==> config.mk <==
export PLATFORM = sky130hd
export DESIGN_NAME = cdb_broadcaster
export DESIGN_NICKNAME = d
export VERILOG_FILES = /design/src/rtl/cdb_broadcaster.sv
export SDC_FILE = /design/constraint.sdc
export NUM_CORES = 1
export LEC_CHECK = 0
export BUFFER_PORTS_ARGS = -buffer_cell sky130_fd_sc_hd__buf_4
export CORE_MARGIN = 4
export CORE_UTILIZATION = 45
export CTS_CLUSTER_SIZE = 40
export DETAILED_ROUTE_END_ITERATION = 7
export SLEW_MARGIN = 20
export SYNTH_ARGS = -nofsm -noshare
export SYNTH_HDL_FRONTEND = slang
export SYNTH_HIERARCHICAL = 1
export SYNTH_SLANG_ARGS = --single-unit
==> constraint.sdc <==
create_clock -name clock -period 27.1 [get_ports clock]
set_clock_uncertainty 0.05 [all_clocks]
set_input_delay 0 -clock clock [delete_from_list [all_inputs] [get_ports clock]]
set_output_delay 0 -clock clock [all_outputs]
set_load 0.01 [all_outputs]
==> src/rtl/cdb_broadcaster.sv <==
// cdb_broadcaster: per-FU completion FIFOs feed an N-wide registered CDB through a round-robin arbiter.
// Define CDB_BYPASS_EN to let an empty FIFO's live input compete in the same cycle (1-cycle latency).
`ifndef N
`define N 2
`endif
`ifndef PRF_NUM_INDEX_BITS
`define PRF_NUM_INDEX_BITS 6
`endif
`ifndef XLEN
`define XLEN 32
`endif

module cdb_fu_fifo #(
  parameter int DEPTH = 2,
  parameter int W     = 8
) (
  input  logic         clock,
  input  logic         reset,
  input  logic         squash,
  input  logic         push,
  input  logic [W-1:0] push_data,
  input  logic         pop,
  output logic         nonempty,
  output logic         full,
  output logic [W-1:0] head
);
  localparam int PW = (DEPTH > 1) ? $clog2(DEPTH) : 1;
  localparam int CW = $clog2(DEPTH + 1);

  logic [DEPTH-1:0][W-1:0] mem;
  logic [PW-1:0]           rd_ptr, wr_ptr;
  logic [CW-1:0]           count;

  // Pointers wrap by compare so non-power-of-two depths work.
  function automatic logic [PW-1:0] inc(input logic [PW-1:0] p);
    return (p == PW'(DEPTH - 1)) ? '0 : p + PW'(1);
  endfunction

  assign nonempty = (count != '0);
  assign full     = (count == CW'(DEPTH));
  assign head     = mem[rd_ptr];

  always_ff @(posedge clock or negedge reset) begin
    if (!reset) begin
      mem    <= '0;
      rd_ptr <= '0;
      wr_ptr <= '0;
      count  <= '0;
    end else if (squash) begin
      rd_ptr <= '0;
      wr_ptr <= '0;
      count  <= '0;
    end else begin
      if (push) begin
        mem[wr_ptr] <= push_data;
        wr_ptr      <= inc(wr_ptr);
      end
      if (pop) rd_ptr <= inc(rd_ptr);
      case ({push, pop})
        2'b10:   count <= count + CW'(1);
        2'b01:   count <= count - CW'(1);
        default: ;
      endcase
    end
  end
endmodule

module cdb_broadcaster #(
  parameter int N          = `N,
  parameter int NUM_FU     = 4,
  parameter int FIFO_DEPTH = 2,
  parameter int PRF_IDX    = `PRF_NUM_INDEX_BITS,
  parameter int XLEN       = `XLEN
) (
  input  logic                                 clock,
  input  logic                                 reset,
  input  logic                                 squash,
  input  logic [NUM_FU-1:0]                    fu_valid,
  input  logic [NUM_FU-1:0]                    fu_value_valid,
  input  logic [NUM_FU-1:0][PRF_IDX-1:0]       fu_dest_prf,
  input  logic [NUM_FU-1:0][XLEN-1:0]          fu_value,
  output logic [NUM_FU-1:0]                    fu_ready,
  // slot layout, MSB first: valid, value_valid, dest_prf, value
  output logic [N-1:0][PRF_IDX+XLEN+1:0]       cdb_out
);
  localparam int FW = (NUM_FU > 1) ? $clog2(NUM_FU) : 1;

  typedef struct packed {
    logic               value_valid;
    logic [PRF_IDX-1:0] dest_prf;
    logic [XLEN-1:0]    value;
  } ent_t;

  typedef struct packed {
    logic valid;
    ent_t ent;
  } cdb_t;

  ent_t [NUM_FU-1:0]      fu_ent, head, cand;
  logic [NUM_FU-1:0]      nonempty, full, req, gnt, push, pop;
  logic                   alive;
  logic [FW-1:0]          ptr, ptr_nxt;
  logic [N-1:0]           slot_vld;
  logic [N-1:0][FW-1:0]   slot_fu;
  cdb_t [N-1:0]           cdb_nxt;

  // alive keeps fu_ready low until the first edge after reset release.
  assign fu_ready = {NUM_FU{alive}} & ~full;

  generate
    for (genvar i = 0; i < NUM_FU; i++) begin : g_fu
      assign fu_ent[i] = {fu_value_valid[i], fu_dest_prf[i], fu_value[i]};
`ifdef CDB_BYPASS_EN
      assign req[i]  = nonempty[i] | (fu_valid[i] & fu_ready[i]);
      assign cand[i] = nonempty[i] ? head[i] : fu_ent[i];
      assign push[i] = fu_valid[i] & fu_ready[i] & ~(gnt[i] & ~nonempty[i]);
`else
      assign req[i]  = nonempty[i];
      assign cand[i] = head[i];
      assign push[i] = fu_valid[i] & fu_ready[i];
`endif
      assign pop[i] = gnt[i] & nonempty[i];

      cdb_fu_fifo #(.DEPTH(FIFO_DEPTH), .W($bits(ent_t))) u_fifo (
        .clock     (clock),
        .reset     (reset),
        .squash    (squash),
        .push      (push[i]),
        .push_data (fu_ent[i]),
        .pop       (pop[i]),
        .nonempty  (nonempty[i]),
        .full      (full[i]),
        .head      (head[i])
      );
    end
  endgenerate

  // Scan from ptr, granting the first N requesters into slots 0..N-1 in order.
  always_comb begin
    int taken;
    int idx;
    taken    = 0;
    idx      = 0;
    gnt      = '0;
    slot_vld = '0;
    slot_fu  = '0;
    ptr_nxt  = ptr;
    for (int j = 0; j < NUM_FU; j++) begin
      idx = int'(ptr) + j;
      if (idx >= NUM_FU) idx = idx - NUM_FU;
      for (int f = 0; f < NUM_FU; f++) begin
        if (f == idx && req[f] && taken < N) begin
          gnt[f] = 1'b1;
          for (int k = 0; k < N; k++) begin
            if (k == taken) begin
              slot_vld[k] = 1'b1;
              slot_fu[k]  = FW'(f);
            end
          end
          ptr_nxt = (f == NUM_FU - 1) ? '0 : FW'(f + 1);
          taken   = taken + 1;
        end
      end
    end
  end

  always_comb begin
    cdb_nxt = '0;
    for (int k = 0; k < N; k++)
      if (slot_vld[k]) cdb_nxt[k] = {1'b1, cand[slot_fu[k]]};
  end

  always_ff @(posedge clock or negedge reset) begin
    if (!reset) begin
      alive   <= 1'b0;
      ptr     <= '0;
      cdb_out <= '0;
    end else if (squash) begin
      alive   <= 1'b1;
      ptr     <= '0;
      cdb_out <= '0;
    end else begin
      alive   <= 1'b1;
      ptr     <= ptr_nxt;
      cdb_out <= cdb_nxt;
    end
  end
endmodule
== After elaboration in Yosys (flattened, before gate mapping) ==
Index checks and enable logic that the tools add are counted.
Widths: inputs -> output; s select.
Storage, ports and cells
  output and inout port bits: 84
  memories kept: 0
  register bits after elaboration: 411
  latch bits: 0
  logic and storage cells: 420
  memory bits (writable): 0
  bits of input ports: 163
  ROM bits: 0
Cells by class
  div/mod/pow operators: 0
  shifts and indexed selects: 0
  reduce and logical (&&, ||, !) cells: 75
  muxes and demuxes: 201
  add/subtract/negate cells: 37
  multipliers: 0
  bitwise logic cells: 11
  equal/unequal tests: 39
  $lt $le $gt $ge: 33
Operator list (count)
  $eq 2x32->1 const A: 19
  $logic_not 32->1: 19
  $mux 32: 18
  $mux 39: 14
  $lt 32x3->1 const B: 15
  $add 32x2->32 const B: 14
  $bwmux 78: 4
  $eq 3x32->1 const A: 8
  $bmux 39 s2: 2
  $demux 39 s1: 4
  $mux 2: 64
  $mux 40: 2
  $mux 80: 1
  $mux 1: 73
  $mux 4: 14
  $logic_and 1x1->1: 35
  $reduce_bool 2->1: 12
  $reduce_bool 17->1: 1
  $eq 2x2->1 const B: 8
  $lt 1x2->1 const B: 8
  $pmux 2 s2: 4
  $reduce_bool 3->1: 4
  $sub 3x3->4 const B: 3
  $ge 3x3->1 const B: 3
  other kinds (16): 47

== Logic depth before layout (Yosys ltp) ==
  word-level depth: 54
  depth in mapped cells: 58
  mapped depth without buffers: 52

== Modules after synthesis ==
Netlist, hierarchy kept.
Modules (own cells, without submodules)
  cdb_fu_fifo: area each 3569.7 um^2, times used 4, cells each 227
  cdb_broadcaster: area each 6794.0 um^2, times used 1, cells each 798

== Worst setup path after synthesis ==
No wires, ideal clock.
  path type: register -> register
  from: reg ptr[1]
  to: reg cdb_out[50] (netlist name)
  buffers on the path: 6
  slack: 14.994 ns
  setup time: 0.096 ns
  cell stages (with the launch flop): 59
  arrival: 11.960 ns
  path through: dfrtp_1 -> clkbuf_1 -> nor2b_1 -> clkbuf_1 -> nand2_1 -> inv_1 -> ha_1 -> and4bb_4 -> fa_1 -> and4b_1 -> clkbuf_1 -> clkbuf_1 -> nand2_1 -> o21ai_0 -> ha_1 -> inv_1 -> and3_1 -> nor2_1 -> (+23 left out) -> ha_1 -> nor2b_1 -> a21oi_1 -> ha_1 -> nor3_1 -> nor2_1 -> nor2_1 -> nor2_1 -> ha_1 -> o31a_1 -> ha_1 -> and2_1 -> nor3_1 -> a21oi_1 -> clkbuf_1 -> clkbuf_1 -> and3_1 -> nor4_2
On the way
  longest elaborated chain between the ends: 54
  elaborated cells on any way between the ends: 185
  classes of those cells: add/sub (21); order compare (19); eq/ne (27); mux (83); reduce/logical (35)
RTL lines
  from (decl): line 102  | logic [FW-1:0] ptr, ptr_nxt;
  from (signal assigned): line 184  | ptr <= ptr_nxt;
  $sub 2x3->4 or $ge 2x3->1 (tied branches): line 150  | if (idx >= NUM_FU) idx = idx - NUM_FU;
  $mux 32: line 150
  $logic_not 32->1: line 152  | if (f == idx && req[f] && taken < N) begin
  $logic_and 1x1->1: line 152
  $mux 1: line 152
  $lt 32x3->1: line 152
  $logic_and 1x1->1: line 152
  $mux 32: line 152
  (+38 left out)
  $mux 32: line 152
  $lt 32x3->1 or $eq 2x32->1 (tied branches): line 152, 155
  $logic_and 1x1->1 or $mux 2 (tied branches): line 152, 155
  $mux 4: line 152
  $bmux 39 s2: line 170  | if (slot_vld[k]) cdb_nxt[k] = {1'b1, cand[slot_fu[k]]};
  $mux 39 (not written as such): line 170
  $mux 40 (*): line 170
  $mux 80 (*): line 178  | end else if (squash) begin
  to (signal assigned): line 185  | cdb_out <= cdb_nxt;
  to (decl): line 84  | output logic [N-1:0][PRF_IDX+XLEN+1:0] cdb_out
Every way passes the cells marked *; elsewhere a longest branch is shown, timed or not. The select of a mux whose other input is x is not followed.
A chain may end at the register's enable or synchronous reset.

== Final worst setup path ==
  from: reg ptr[0]
  to: reg cdb_out[23] (netlist name)
On the way
  longest elaborated chain between the ends: 54
  elaborated cells on any way between the ends: 186
  classes of those cells: add/sub (21); order compare (19); eq/ne (12); mux (84); reduce/logical (50)
RTL lines (line)
  $sub 2x3->4 or $ge 2x3->1 (tied branches): 150
  $mux 32: 150
  $logic_not 32->1: 152
  $logic_and 1x1->1: 152
  $mux 1: 152
  $lt 32x3->1: 152
  $logic_and 1x1->1: 152
  $mux 32: 152
  (+38 left out)
  $mux 32: 152
  $lt 32x3->1 or $logic_not 32->1 (tied branches): 152, 155
  $logic_and 1x1->1 or $mux 2 (tied branches): 152, 155
  $mux 4: 152
  $bmux 39 s2: 170
  $mux 39 (not written as such): 170
  $mux 40 (*): 170
  $mux 80 (*): 178
Marked as above.

==> flow_metrics.py <==
metrics = {
    "die": {
        "die_area_sq_um": 50400,
        "core-area_sq_um": 46500,
        "die_height_um": 224,
        "rows": 79,
        "die_w_um": 224,
        "io_pins": 247,
        "initial_core_util_pct": 45.4,
    },
    "logic_synthesis": {
        "syn_area_per_cell_sq_um": 12.4,
        "synth_edf_count": 0,
        "yosys.cell_count.top_type": "mux2_2",
        "synthFlopType": "dfrtp_1",
        "yosysTopAreaCellShare_pct": 48.8,
        "ys_seq_area_share_pct": 48.8,
        "synth_compound_area_share_pct": 4.13,
        "async_flop_share_pct": 100,
        "ys_ff_latch": 411,
        "syn-cell-area_sq_um": 21100,
        "syn_inst": 1706,
        "synthAdderAreaFrac_pct": 2.35,
        "synthMuxAreaShare_pct": 28.9,
        "yosysUniqueCellTypes": 80,
        "ys_top_cells_by_area": "dfrtp_1 49%, mux2_2 25%, mux2i_1 3.8%, ha_1 2.3%, nor2_1 2.0%",
        "yosys-top-cells-count": "468 x mux2_2, 411 x dfrtp_1, 111 x nor2_1",
        "synth_top_family_by_area": "multiplexers",
        "ys_warn_count": 6,
        "synthXorXnorAreaFrac_pct": 1.24,
        "synth_nets": 1908,
        "synth-simple-area-share_pct": 10.7,
        "yosys.area.top_type": "dfrtp_1",
    },
    "timing": {
        "rsz0062_at_grt": "no",
        "timing_hold_violations_final": 0,
        "relSlewSlack_pct": 28.7,
        "worst_slack_ps": 12020,
        "period_share_pct": 55.7,
        "max_freq_mhz": 66.3,
        "setup_viol": 0,
        "drv_slew": 0,
        "finalSetupTns_ps": 0,
        "min_period_ps": 15080,
        "timing.hold.ws_ps": 46.5,
        "worstMarginPinSlew_ps": 1070,
    },
    "setup_path": {
        "end_kind": "flop",
        "cp_top_family": "simple AND/OR/NAND/NOR gates",
        "critPathArrivalTime_ps": 15450,
        "ff2ff_setup_slack_ps": 12020,
        "timing.rr.start": "ptr[0]$_DFFE_PN0P_",
        "path_common_cell": "ha_1",
        "r2r_cells": 49,
        "critPathLaunchType": "flop",
        "cp_max_fo": 58,
        "crit_type": "reg2reg",
        "path_buf_inv": 5,
        "reg2reg_to": "cdb_out[23]$_DFF_PN0_",
        "slowest_stage": "buf_4",
        "cp_data_required_time_ps": 27460,
        "slowest_delay_ps": 870,
    },
    "place": {
        "place_ws_ps": 12350,
        "portBuffers": 246,
        "postPlaceCellArea_sq_um": 23300,
        "place.gp.congestion": 0.913,
        "dpl.hpwl_um": 44300,
    },
    "global_routing": {
        "grt_pass1_wl_um": 94100,
        "antenna_found_initial": 1,
        "grt_overflow": 0,
        "grt_use_total_pct": 24.4,
        "grt_pass1_vias": 15698,
        "grt_max_degree": 188,
    },
    "pwr": {
        "clkPwrFrac_pct": 15.6,
        "p_switching_mw": 1.67,
        "seqPwrFrac_pct": 26.6,
        "swShare_pct": 42.7,
        "p_per_area_nw_per_um2": 149,
        "p_comb_share_pct": 57.8,
        "intPower_mw": 2.25,
        "vdd_drop_max_v": 0.000169,
        "p_leak_nw": 12.0,
        "power.total_mw": 3.92,
    },
    "route": {
        "ant_nets": 0,
        "drtIter0Drc": 897,
        "wire_per_inst_um": 23.2,
        "drcViolationCount": 0,
        "drt-vias-per-instance": 5.52,
        "vias": 15026,
        "drt_pre_antenna_iters": 4,
        "routed_wl_um": 63100,
    },
    "clock_network": {
        "cts_tree": "done",
        "clockBufferDepth": 3,
        "cts-root-buf": "clkbuf_16",
        "cts_made_buffers": 45,
        "cts.sinks": 411,
        "insertion_delay_ps": 570,
        "path_clk_slew_ps": 60,
        "h-tree-depth": 2,
        "post_cts_buffers": 0,
        "ctsResizeCount": 0,
        "ctsHoldBuffers": 163,
    },
    "outcome": {
        "status": "completed",
    },
    "worst_hold_path": {
        "hold_depth": 4,
        "hold_class": "in2reg",
        "hold_end": "g_fu[0].u_fifo/wr_ptr$_DFFE_PN0P_",
        "hp-start": "fu_valid[0]",
    },
    "finish": {
        "fin_area_sq_um": 26400,
        "drive_above_1_share_pct": 40.5,
        "area_growth_pct": 25.3,
        "fin_nets": 2284,
        "antenna_cells": 0,
    },
    "flow_run": {
        "max_cap_violations": 0,
    },
}
==> registers in the layout, indices dropped and copies added (netlist names) <==
| signal | count |
|---|---|
| ptr | 2 |
| g_fu.u_fifo/count | 8 |
| cdb_out | 80 |
| alive | 1 |
| g_fu.u_fifo/wr_ptr | 4 |
| g_fu.u_fifo/rd_ptr | 4 |
| g_fu.u_fifo/mem | 312 |
==> layout make-up <==
cell class,count,area [sq um]
clock buffers,69,1350
clock inverters,10,118
fillers,3865,20100
inverters,39,146
multi-input cells,1152,10000
flip-flops and latches,411,10300
well taps,607,759
repair buffers,433,3700
==> how the worst max path moves through the flow <==
stage	cells past startpoint	from	slack [ps]	endpoint
final	49	ptr[0]$_DFFE_PN0P_	12020	cdb_out[23]$_DFF_PN0_
after global routing	49	ptr[0]$_DFFE_PN0P_	11050	cdb_out[26]$_DFF_PN0_
after floorplan	58	ptr[1]$_DFFE_PN0P_	14990	cdb_out[50]$_DFF_PN0_
after global placement	50	ptr[0]$_DFFE_PN0P_	12710	cdb_out[20]$_DFF_PN0_
after CTS	49	ptr[0]$_DFFE_PN0P_	12310	cdb_out[23]$_DFF_PN0_
after detailed placement	49	ptr[0]$_DFFE_PN0P_	12350	cdb_out[36]$_DFF_PN0_
==> per-stage QoR <==
| step | std cells | utilization (%) |
|---|---|---|
| after floorplan | 1706 | - |
| after global placement | 2478 | 50.1 |
| after detailed placement | 2478 | 50.1 |
| after CTS | 2720 | 56.8 |
| after global routing | 2721 | 56.8 |
| final | 2721 | 56.8 |
==> layout by cell type, fill, tap and decap left out, types with 15 or more instances in the layout <==
cell           instances
nand2_1              102
nor2_1               111
nand3_1               15
dlygate4sd3_1        163
xnor2_1               23
nor4_2                22
clkbuf_16             46
nor4_1                21
inv_1                 37
mux2i_1               79
ha_1                  38
mux2_2               468
and3_1                46
dfrtp_1              408
o22ai_1               42
buf_4                267
==> tightest hold or removal path, delay by kind of cell <==
family,cells,cell delay (ps)
AND/OR/NAND/NOR,2,310
XOR/XNOR,1,210
buffers and inverters,1,110
==> routing by layer <==
layer,part of all wire (%),GRT usage (%),vias up
li1,-,-,6841
met1,40,30.4,7629
met2,51,43.7,451
met3,5.2,3.88,103
met4,3.2,7.59,2
met5,0.019,0,-
==> cell families after synthesis <==
family                     after synthesis
muxes                                  549
DFF                                    411
and+or+nand+nor                        409
buffers and inverters                  143
AOI/OAI and AO/OA                      125
adders and majority gates               39
xor gates and xnor gates                29
other                                    1
==> power groups by stage <==
stage	logic [mW]	clock network [mW]	registers, mW
4_1_cts	2.26	0.624	1.04
2_1_floorplan	1.70	0	0.989
6_report	2.26	0.612	1.04
3_5_place_dp	2.24	0	1.05
5_1_grt	2.44	0.647	1.08
3_3_place_gp	2.20	0	1.04
No activity file was read; power rests on OpenSTA's default activity.
